## src/rtl/load_store_unit.sv

```systemverilog
// Memory-access stage: turns one ALU load/store request into a registered
// req/ack bus transaction and returns load data or a timeout error to writeback.
module load_store_unit #(
  parameter int DATA_WIDTH     = 16,
  parameter int ADDR_WIDTH     = 16,
  parameter int TIMEOUT_CYCLES = 15
) (
  input  logic                  clk,
  input  logic                  reset,
  input  logic                  reqValid,
  output logic                  reqReady,
  input  logic                  reqWrite,
  input  logic [ADDR_WIDTH-1:0] reqAddress,
  input  logic [DATA_WIDTH-1:0] reqWdata,
  output logic                  memReq,
  output logic                  memWe,
  output logic [ADDR_WIDTH-1:0] memAddress,
  output logic [DATA_WIDTH-1:0] memWdata,
  input  logic                  memAck,
  input  logic [DATA_WIDTH-1:0] memRdata,
  output logic                  respValid,
  output logic [DATA_WIDTH-1:0] respData,
  output logic                  respErr,
  output logic                  stall
);

  localparam int CW = $clog2(TIMEOUT_CYCLES + 1);
  localparam logic [CW-1:0] LAST_COUNT = CW'(TIMEOUT_CYCLES - 1);

  typedef enum logic [1:0] {
    IDLE = 2'd0,
    BUS  = 2'd1,
    DONE = 2'd2
  } state_t;

  state_t                r_state;
  state_t                w_nextState;
  logic [CW-1:0]         r_count;
  logic                  r_memWe;
  logic [ADDR_WIDTH-1:0] r_memAddress;
  logic [DATA_WIDTH-1:0] r_memWdata;
  logic [DATA_WIDTH-1:0] r_respData;
  logic                  r_respErr;
  logic                  w_accept;
  logic                  w_timeout;

  assign w_accept  = (r_state == IDLE) && reqValid;
  assign w_timeout = (r_count == LAST_COUNT);

  always_ff @(posedge clk) begin
    if (reset) begin
      r_state <= IDLE;
    end else begin
      r_state <= w_nextState;
    end
  end

  // An ack wins over the timeout when both land on the same bus cycle.
  always_comb begin
    w_nextState = r_state;
    case (r_state)
      IDLE: begin
        if (reqValid) begin
          w_nextState = BUS;
        end
      end
      BUS: begin
        if (memAck || w_timeout) begin
          w_nextState = DONE;
        end
      end
      DONE: begin
        w_nextState = IDLE;
      end
      default: begin
        w_nextState = IDLE;
      end
    endcase
  end

  // Bus-side registers are loaded only on acceptance, so they stay stable
  // for the whole BUS phase regardless of what upstream presents.
  always_ff @(posedge clk) begin
    if (reset) begin
      r_memWe      <= 1'b0;
      r_memAddress <= '0;
      r_memWdata   <= '0;
      r_count      <= '0;
    end else if (w_accept) begin
      r_memWe      <= reqWrite;
      r_memAddress <= reqAddress;
      r_memWdata   <= reqWdata;
      r_count      <= '0;
    end else if (r_state == BUS && !memAck && !w_timeout) begin
      r_count      <= r_count + CW'(1);
    end
  end

  // Response registers hold their value between transactions.
  always_ff @(posedge clk) begin
    if (reset) begin
      r_respData <= '0;
      r_respErr  <= 1'b0;
    end else if (r_state == BUS) begin
      if (memAck) begin
        r_respData <= r_memWe ? '0 : memRdata;
        r_respErr  <= 1'b0;
      end else if (w_timeout) begin
        r_respData <= '0;
        r_respErr  <= 1'b1;
      end
    end
  end

  assign reqReady   = (r_state == IDLE);
  assign stall      = !reqReady;
  assign memReq     = (r_state == BUS);
  assign respValid  = (r_state == DONE);
  assign memWe      = r_memWe;
  assign memAddress = r_memAddress;
  assign memWdata   = r_memWdata;
  assign respData   = r_respData;
  assign respErr    = r_respErr;

endmodule

```

## config.mk

```make
export PLATFORM = sky130hd
export DESIGN_NAME = load_store_unit
export DESIGN_NICKNAME = d
export VERILOG_FILES = /design/src/rtl/load_store_unit.sv
export SDC_FILE = /design/constraint.sdc
export NUM_CORES = 1
export LEC_CHECK = 0
export BUFFER_PORTS_ARGS = -buffer_cell sky130_fd_sc_hd__buf_4
export CAP_MARGIN = 20
export CORE_AREA = 2 2 69 71
export CTS_CLUSTER_DIAMETER = 80
export DETAILED_ROUTE_END_ITERATION = 8
export DIE_AREA = 0 0 71 73
export PLACE_DENSITY = 0.94
export RECOVER_POWER = 25
export SLEW_MARGIN = 5
export SYNTH_ARGS = -nofsm -noshare
export SYNTH_HDL_FRONTEND = slang
export SYNTH_SLANG_ARGS = --single-unit
```

## constraint.sdc

```tcl
create_clock -name clk -period 2.6 [get_ports clk]
set_clock_uncertainty 0.1 [all_clocks]
set_input_delay 0.26 -clock clk [delete_from_list [all_inputs] [get_ports clk]]
set_output_delay 0.26 -clock clk [all_outputs]
set_load 0.02 [all_outputs]
```

* Word level (Yosys, flattened, before mapping) *
Index checks and enable logic that the tools add are counted.

operators by class
  equal/unequal tests = 5
  bitwise gates (word level) = 0
  shift-type cells = 0
  $add $sub $neg = 1
  divide/modulo/power cells = 0
  multipliers = 0
  order comparisons = 0
  reduce and logical (&&, ||, !) cells = 12
  multiplexer cells = 8

operators by type and width
  operator                                               number
  two-way mux 16 bit                                     3
  adder 4 x 1 -> 4 bit, second input constant            1
  equality test 4 bit, second input constant             1
  two-way mux 2 bit                                      2
  case mux 2 bit (2 select lines)                        1
  AND reduction 2 bit                                    2
  logical AND 1 bit                                      3
  zero test 1 bit                                        3
  equality test 2 x 1 -> 1 bit, second input constant    1
  equality test 2 bit, second input constant             1
  zero test 2 bit                                        1
  two-way mux 1 bit                                      2
  inequality test 2 x 1 -> 1 bit, second input constant  1
  inequality test 2 bit, second input constant           1
  nonzero test 2 bit                                     1
  OR reduction 2 bit                                     1
  logical OR 1 bit                                       1

word-level totals
  memory bits (read-only) = 0
  bits of input ports = 53
  bits in latches = 0
  memories = 0
  register bits = 56
  output and inout port bits = 54
  logic and storage cells = 33
  RAM bits = 0

* Longest topological paths before layout *
Gate-level depths: netlist of the first run.

  depth after elaboration = 4
  gate-level depth with buffers = 7
  mapped depth without buffers = 5

* Least setup slack after synthesis of the first run *
Ideal clock, no wire load.

  kind = flip-flop to flip-flop
  from = register r_count[0]
  to = register r_count[3]
  arrival = 1,463 ps
  path slack = 952 ps
  clock period less this slack = 1,648 ps
  setup time = 86 ps
  buffers on the path = 0
  cell stages (with the launch flop) = 6
  required time = 2,414 ps
  cells stage by stage = dfxtp_1 inv_1 ha_1 a31o_1 or4_1 a211oi_1

between the ends
  longest elaborated chain between the ends = 3
  elaborated cells between the ends (all ways) = 4
  those cells by class = add/sub: 1; eq/ne: 1; reduce/logical: 2

ends and longest elaborated chain
  element                                                       RTL line  source
  start, declared                                               38        logic [CW-1:0] r_count;
  start signal, assigned                                        95        r_count <= r_count + CW'(1);
  branches (longest 3 deep; another with adder 4 x 1 -> 4 bit)  --

Several ways; the timed one is not identified.
A chain may end at the register's enable or synchronous reset.

* Worst setup path in the final report of the first run *
Ends and elaborated chain as after synthesis.

==> out/summary.txt, run 1 <==
outcome - completed
RSZ-0062 raised after global routing - no
P_leak - 1.21 nW
Detailed Route WL - 5380 um
number of clock sinks - 56
syn nets - 310
final setup margin - 0.521 ns
mux contribution to synthesized area - 0.479%
CP Capture Point - r_count[3]
dpl cells - 399
post-DP HPWL - 3900 um
DRC - 0
vias per std cell - 5.29
mapped cell area - 2090 um2
Async SR Flop Fraction - 0%
H-tree depth - 2
drt wl/cell - 13.2 um
Hold Buf Count CTS - 0
post-synthesis sequential area ratio - 53.7%
reg2reg start - r_count[0]
crit path capture type - flip-flop
Design Power - 1.71 mW
synth warn - 0
pre-CTS setup slack - 0.565 ns
CP required - 2.73 ns
number of synthesized flops with an enable pin - 0
simple-gate portion of the synthesized area - 24.4%
# fillers - 395
final setup violation count - 0
CP Max Fanout - 20
Worst Hold Margin - 0.0757 ns
CTS Buffer Depth - 2
clock slew seen by the registers of the worst setup and hold paths - 0.10 ns
layout cells sized above 1 - 26.6%
post-route insts no fill - 407
# IOs - 107
CP Data Arrival Time - 2.21 ns
Mapped Avg Cell Area - 8.19 um2
period utilization - 80.0%
Reg area - 1120 um2
VDD IR max - 0.386 mV
DR vias - 2154
Iter 0 DRT Violations - 106
R2R depth - 5
post-route ant nets - 0
CTS tree - built
Cell variety after synth - 28
ys flop type - dfxtp_1
Post-Synth XOR/XNOR Area - 0%
GRT overflow - 0
CP startpoint kind - flip-flop
Seq cells post-synth - 56
FMAX - 0.481 GHz
largest net degree at the start of global routing - 42
IO buf count - 106
relative slew slack - 40.7%
Hold/Removal Path Class - in2reg
fin nets - 407
post-synthesis compound-gate area fraction - 15.4%
Setup Total Neg Slack - 0 ns
multi-input combinational cell area - 872 um2
core region area - 4540 um2
clk_lat worst skew - 0.30 ns
chip height - 73 um
Pins Over Slew Limit - 0
TritonCTS buffer count - 5
TritonRoute pass-1 iters - 5
Pwr Density - 591 nW/um2
Rows - 25
FF-to-FF setup slack - 0.52 ns
Die Wd - 71 um
final hold violation count - 0
first-pass GRT wire length - 8740 um
ant diodes - 0
Post-Synth Adder-Cell Area - 1.20%
Post-Syn Instances - 255
area growth from synthesis to layout - 38.1%
max cap viols - 0
CP Class - reg2reg
reg2reg end - r_count[3]
post-CTS sizing - 0
crit path from - r_count[0]
Initial Utilization - 46.1%
post-CTS setup buffers - 0
Root Driver - clkbuf_8
vias in the first global route - 2101
hold depth - 3
Die Area - 5180 um2
antenna violations before repair - 0
RePlAce Congestion - 0.803
overall global routing resource usage - 21.0%
main combinational cell family by area after synthesis - simple AND/OR/NAND/NOR gates
min cycle time layout - 2.08 ns
Worst Tran Pin Value - 0.886 ns
per-stage QoR:
step | instance area, um2 | utilization [%]
4_1_cts | 2990 | 65.9
5_1_grt | 2890 | 63.6
6_report | 2890 | 63.6
3_5_place_dp | 2890 | 63.8
3_3_place_gp | 2890 | 63.8
2_1_floorplan | 2090 | -
per-layer routing:
layer  share of wire [%]  GRT usage [%]  vias up  routed length, um
li1                    -              -     1057                  -
met1                  38           21.2      978               2070
met2                  51           39.5      108               2720
met3                 9.4           7.32       11                507
met4                 1.5           8.18        0                 78
met5                   0              0        -                  0
where the power goes:
group          internal [mW]  leakage [nW]  switching [mW]  total [mW]
sequential             0.899         0.457          0.0235       0.922
clock                  0.217        0.0445           0.275       0.492
combinational          0.122         0.703           0.171       0.293
worst max-delay path, stage by stage (launching register included):
cell	delay, ns
dfxtp_1	0.39
inv_1	0.08
ha_1	0.21
a31o_1	0.45
or4_1	0.56
a211oi_1	0.23
Yosys cell counts, types with 2 or more instances:
master / instances / area (um2)
a211oi_1: 2 / 15.0
nor2_1: 2 / 7.51
clkbuf_1: 7 / 26.3
nand2_1: 82 / 308
o21a_1: 2 / 15.0
ha_1: 2 / 25.0
buf_2: 12 / 60.1
o21ai_0: 17 / 85.1
a21oi_1: 35 / 175
nand3_1: 4 / 20.0
dfxtp_1: 56 / 1120
inv_1: 3 / 11.3
nand4_1: 16 / 100
layout make-up:
| type | count | share of cell area (%) |
|---|---|---|
| tap | 54 | 2.34 |
| timing repair buffer | 109 | 24.8 |
| sequential | 56 | 38.8 |
| clock inverter | 1 | 0.260 |
| clock buffer | 7 | 2.99 |
| inverter | 4 | 0.520 |
| multi-input combinational | 176 | 30.2 |
cells in the final DEF (no fill, tap or decap), drive strengths merged, types with 2 or more instances in the layout:
| cell type | count |
|---|---|
| a211oi | 2 |
| a21oi | 35 |
| buf | 82 |
| clkbuf | 34 |
| dfxtp | 56 |
| ha | 2 |
| inv | 3 |
| nand2 | 82 |
| nand3 | 4 |
| nand4 | 16 |
| nor2 | 2 |
| nor3b | 2 |
| o21a | 2 |
| o21ai | 17 |
state kept, by name, summed over array words and instances, names as in the netlist:
register / count
r_count: 4
respData: 16
r_state: 2
memWdata: 16
respErr: 1
memWe: 1
memAddress: 16
kinds of logic after synthesis:
kind of cell,count (synthesis)
flops,56
mux,1
buf+inv,23
compound gates,60
fa+ha+maj,2
simple gates,113
how the worst min path moves through the flow:
stage,start,to,slack (ns)
floorplan,reset,r_count[1],0.25
global placement,memAddress[2],memAddress[2],0.34
detailed placement,memWdata[2],memWdata[2],0.35
CTS,memRdata[9],respData[9],0.07
global route,memRdata[4],respData[4],0.08
finish,memRdata[9],respData[9],0.08
Power figures use the tool's default switching activity.
==> run 2, diff against run 1 <==
Settings changed: CORE_AREA 2 2 69 71 to 2 2 72 74, DIE_AREA 0 0 71 73 to 0 0 74 76, PLACE_DENSITY 0.94 to 0.88.
Clock period 2.6 ns to 2.06 ns, I/O delays scaled along.
==> out/summary.txt, run 2 (same netlist as run 1, synthesis figures left out) <==
P_leak - 1.23 nW
overall global routing resource usage - 18.8%
Die Area - 5620 um2
min cycle time layout - 1.79 ns
Pins Over Slew Limit - 0
CP Data Arrival Time - 1.88 ns
final setup violation count - 0
post-DP HPWL - 3870 um
Rows - 26
antenna violations before repair - 0
# IOs - 107
Setup Total Neg Slack - 0 ns
H-tree depth - 2
Root Driver - clkbuf_8
IO buf count - 106
VDD IR max - 0.346 mV
Die Wd - 74 um
post-route ant nets - 0
first-pass GRT wire length - 8540 um
crit path capture type - flip-flop
# fillers - 469
layout cells sized above 1 - 27.3%
TritonCTS buffer count - 5
CTS Buffer Depth - 2
drt wl/cell - 12.7 um
FMAX - 0.559 GHz
CTS tree - built
Design Power - 2.25 mW
Hold/Removal Path Class - in2reg
Detailed Route WL - 5390 um
relative slew slack - 37.0%
DR vias - 2097
post-CTS setup buffers - 0
largest net degree at the start of global routing - 42
CP required - 2.15 ns
RePlAce Congestion - 0.774
Pwr Density - 764 nW/um2
TritonRoute pass-1 iters - 4
Worst Tran Pin Value - 0.940 ns
outcome - completed
vias in the first global route - 1939
ant diodes - 0
CP Class - reg2reg
number of clock sinks - 56
period utilization - 86.9%
Initial Utilization - 42.5%
chip height - 76 um
CP startpoint kind - flip-flop
fin nets - 409
final hold violation count - 0
clock slew seen by the registers of the worst setup and hold paths - 0.10 ns
RSZ-0062 raised after global routing - no
Iter 0 DRT Violations - 116
commonest non-fill, non-tap cell in the layout - buf_4
vias per std cell - 4.93
max cap viols - 0
DRC - 0
area growth from synthesis to layout - 40.6%
core region area - 4910 um2
GRT overflow - 0
CP Max Fanout - 5
commonest cells after routing, fill and taps aside - buf_4 (84), nand2_1 (82), dfxtp_1 (56), a21oi_1 (35), clkbuf_1 (28)
clk_lat worst skew - 0.30 ns
## run 2: cell types whose count changed in the layout (fill, tap and decap cells not counted), sizes merged
| cell | before | now |
|---|---|---|
| buf | 82 | 84 |
| clkinv | 1 | 2 |
| bufinv | 0 | 1 |
| clkbuf | 34 | 33 |
| clkinvlp | 1 | 0 |
## run 2: critical path: stages, from the launching register on
cell       delay (ns)
dfxtp_1          0.38
inv_1            0.08
ha_1             0.22
a31oi_1          0.39
a21oi_1          0.13
a2111oi_0        0.38
## run 2: layout make-up
cell class / instances / area, um2 / share of cell area, %
Inverter: 4 / 15.0 / 0.511
Multi-Input combinational cell: 176 / 875 / 29.8
Sequential cell: 56 / 1120 / 38.2
Clock buffer: 6 / 72.6 / 2.47
Clock inverter: 2 / 35.0 / 1.19
Timing Repair Buffer: 111 / 732 / 24.9
Tap cell: 70 / 87.6 / 2.98
## run 2: power by group
part | leakage [nW] | internal (mW) | switching (mW) | total, mW
combinational | 0.713 | 0.157 | 0.217 | 0.374
sequential | 0.457 | 1.13 | 0.0296 | 1.16
clock | 0.0552 | 0.361 | 0.346 | 0.707
## run 2: worst paths after layout
| check | cells after the start | from | slack [ns] | to |
|---|---|---|---|---|
| setup / recovery | 5 | r_count[0] | 0.27 | r_count[1] |
| hold / removal | 3 | memRdata[8] | 0.03 | respData[8] |
| setup reg to reg | 5 | r_count[0] | 0.27 | r_count[1] |
| hold reg to reg | 2 | memAddress[11] | 0.36 | memAddress[11] |
## run 2: repair_timing
item,in CTS,in global routing
hold buffers,0,0
gates resized for setup,0,1
endpoints found under the setup margin,0,16
## run 2: metrics by stage
| step | cell area, um2 | hold slack, ns | setup slack, ns | instances | util (%) |
|---|---|---|---|---|---|
| 2_1_floorplan | 2090 | 0.196 | 0.412 | 255 | - |
| 3_3_place_gp | 2930 | 0.334 | 0.259 | 417 | 59.6 |
| 3_5_place_dp | 2930 | 0.341 | 0.101 | 417 | 59.6 |
| 4_1_cts | 3040 | 0.0145 | 0.0821 | 425 | 61.8 |
| 5_1_grt | 2940 | 0.0273 | 0.104 | 425 | 59.8 |
| 6_report | 2940 | 0.0258 | 0.270 | 425 | 59.8 |
## run 2: per-layer routing
| metal | vias up | share of wire [%] | wire length, um | GRT usage [%] |
|---|---|---|---|---|
| met5 | - | 0 | 0 | 0 |
| met4 | 0 | 0.54 | 29 | 5.27 |
| met3 | 4 | 8.5 | 460 | 6.35 |
| met2 | 93 | 49 | 2620 | 32.5 |
| met1 | 941 | 42 | 2280 | 21.5 |
| li1 | 1059 | - | - | - |
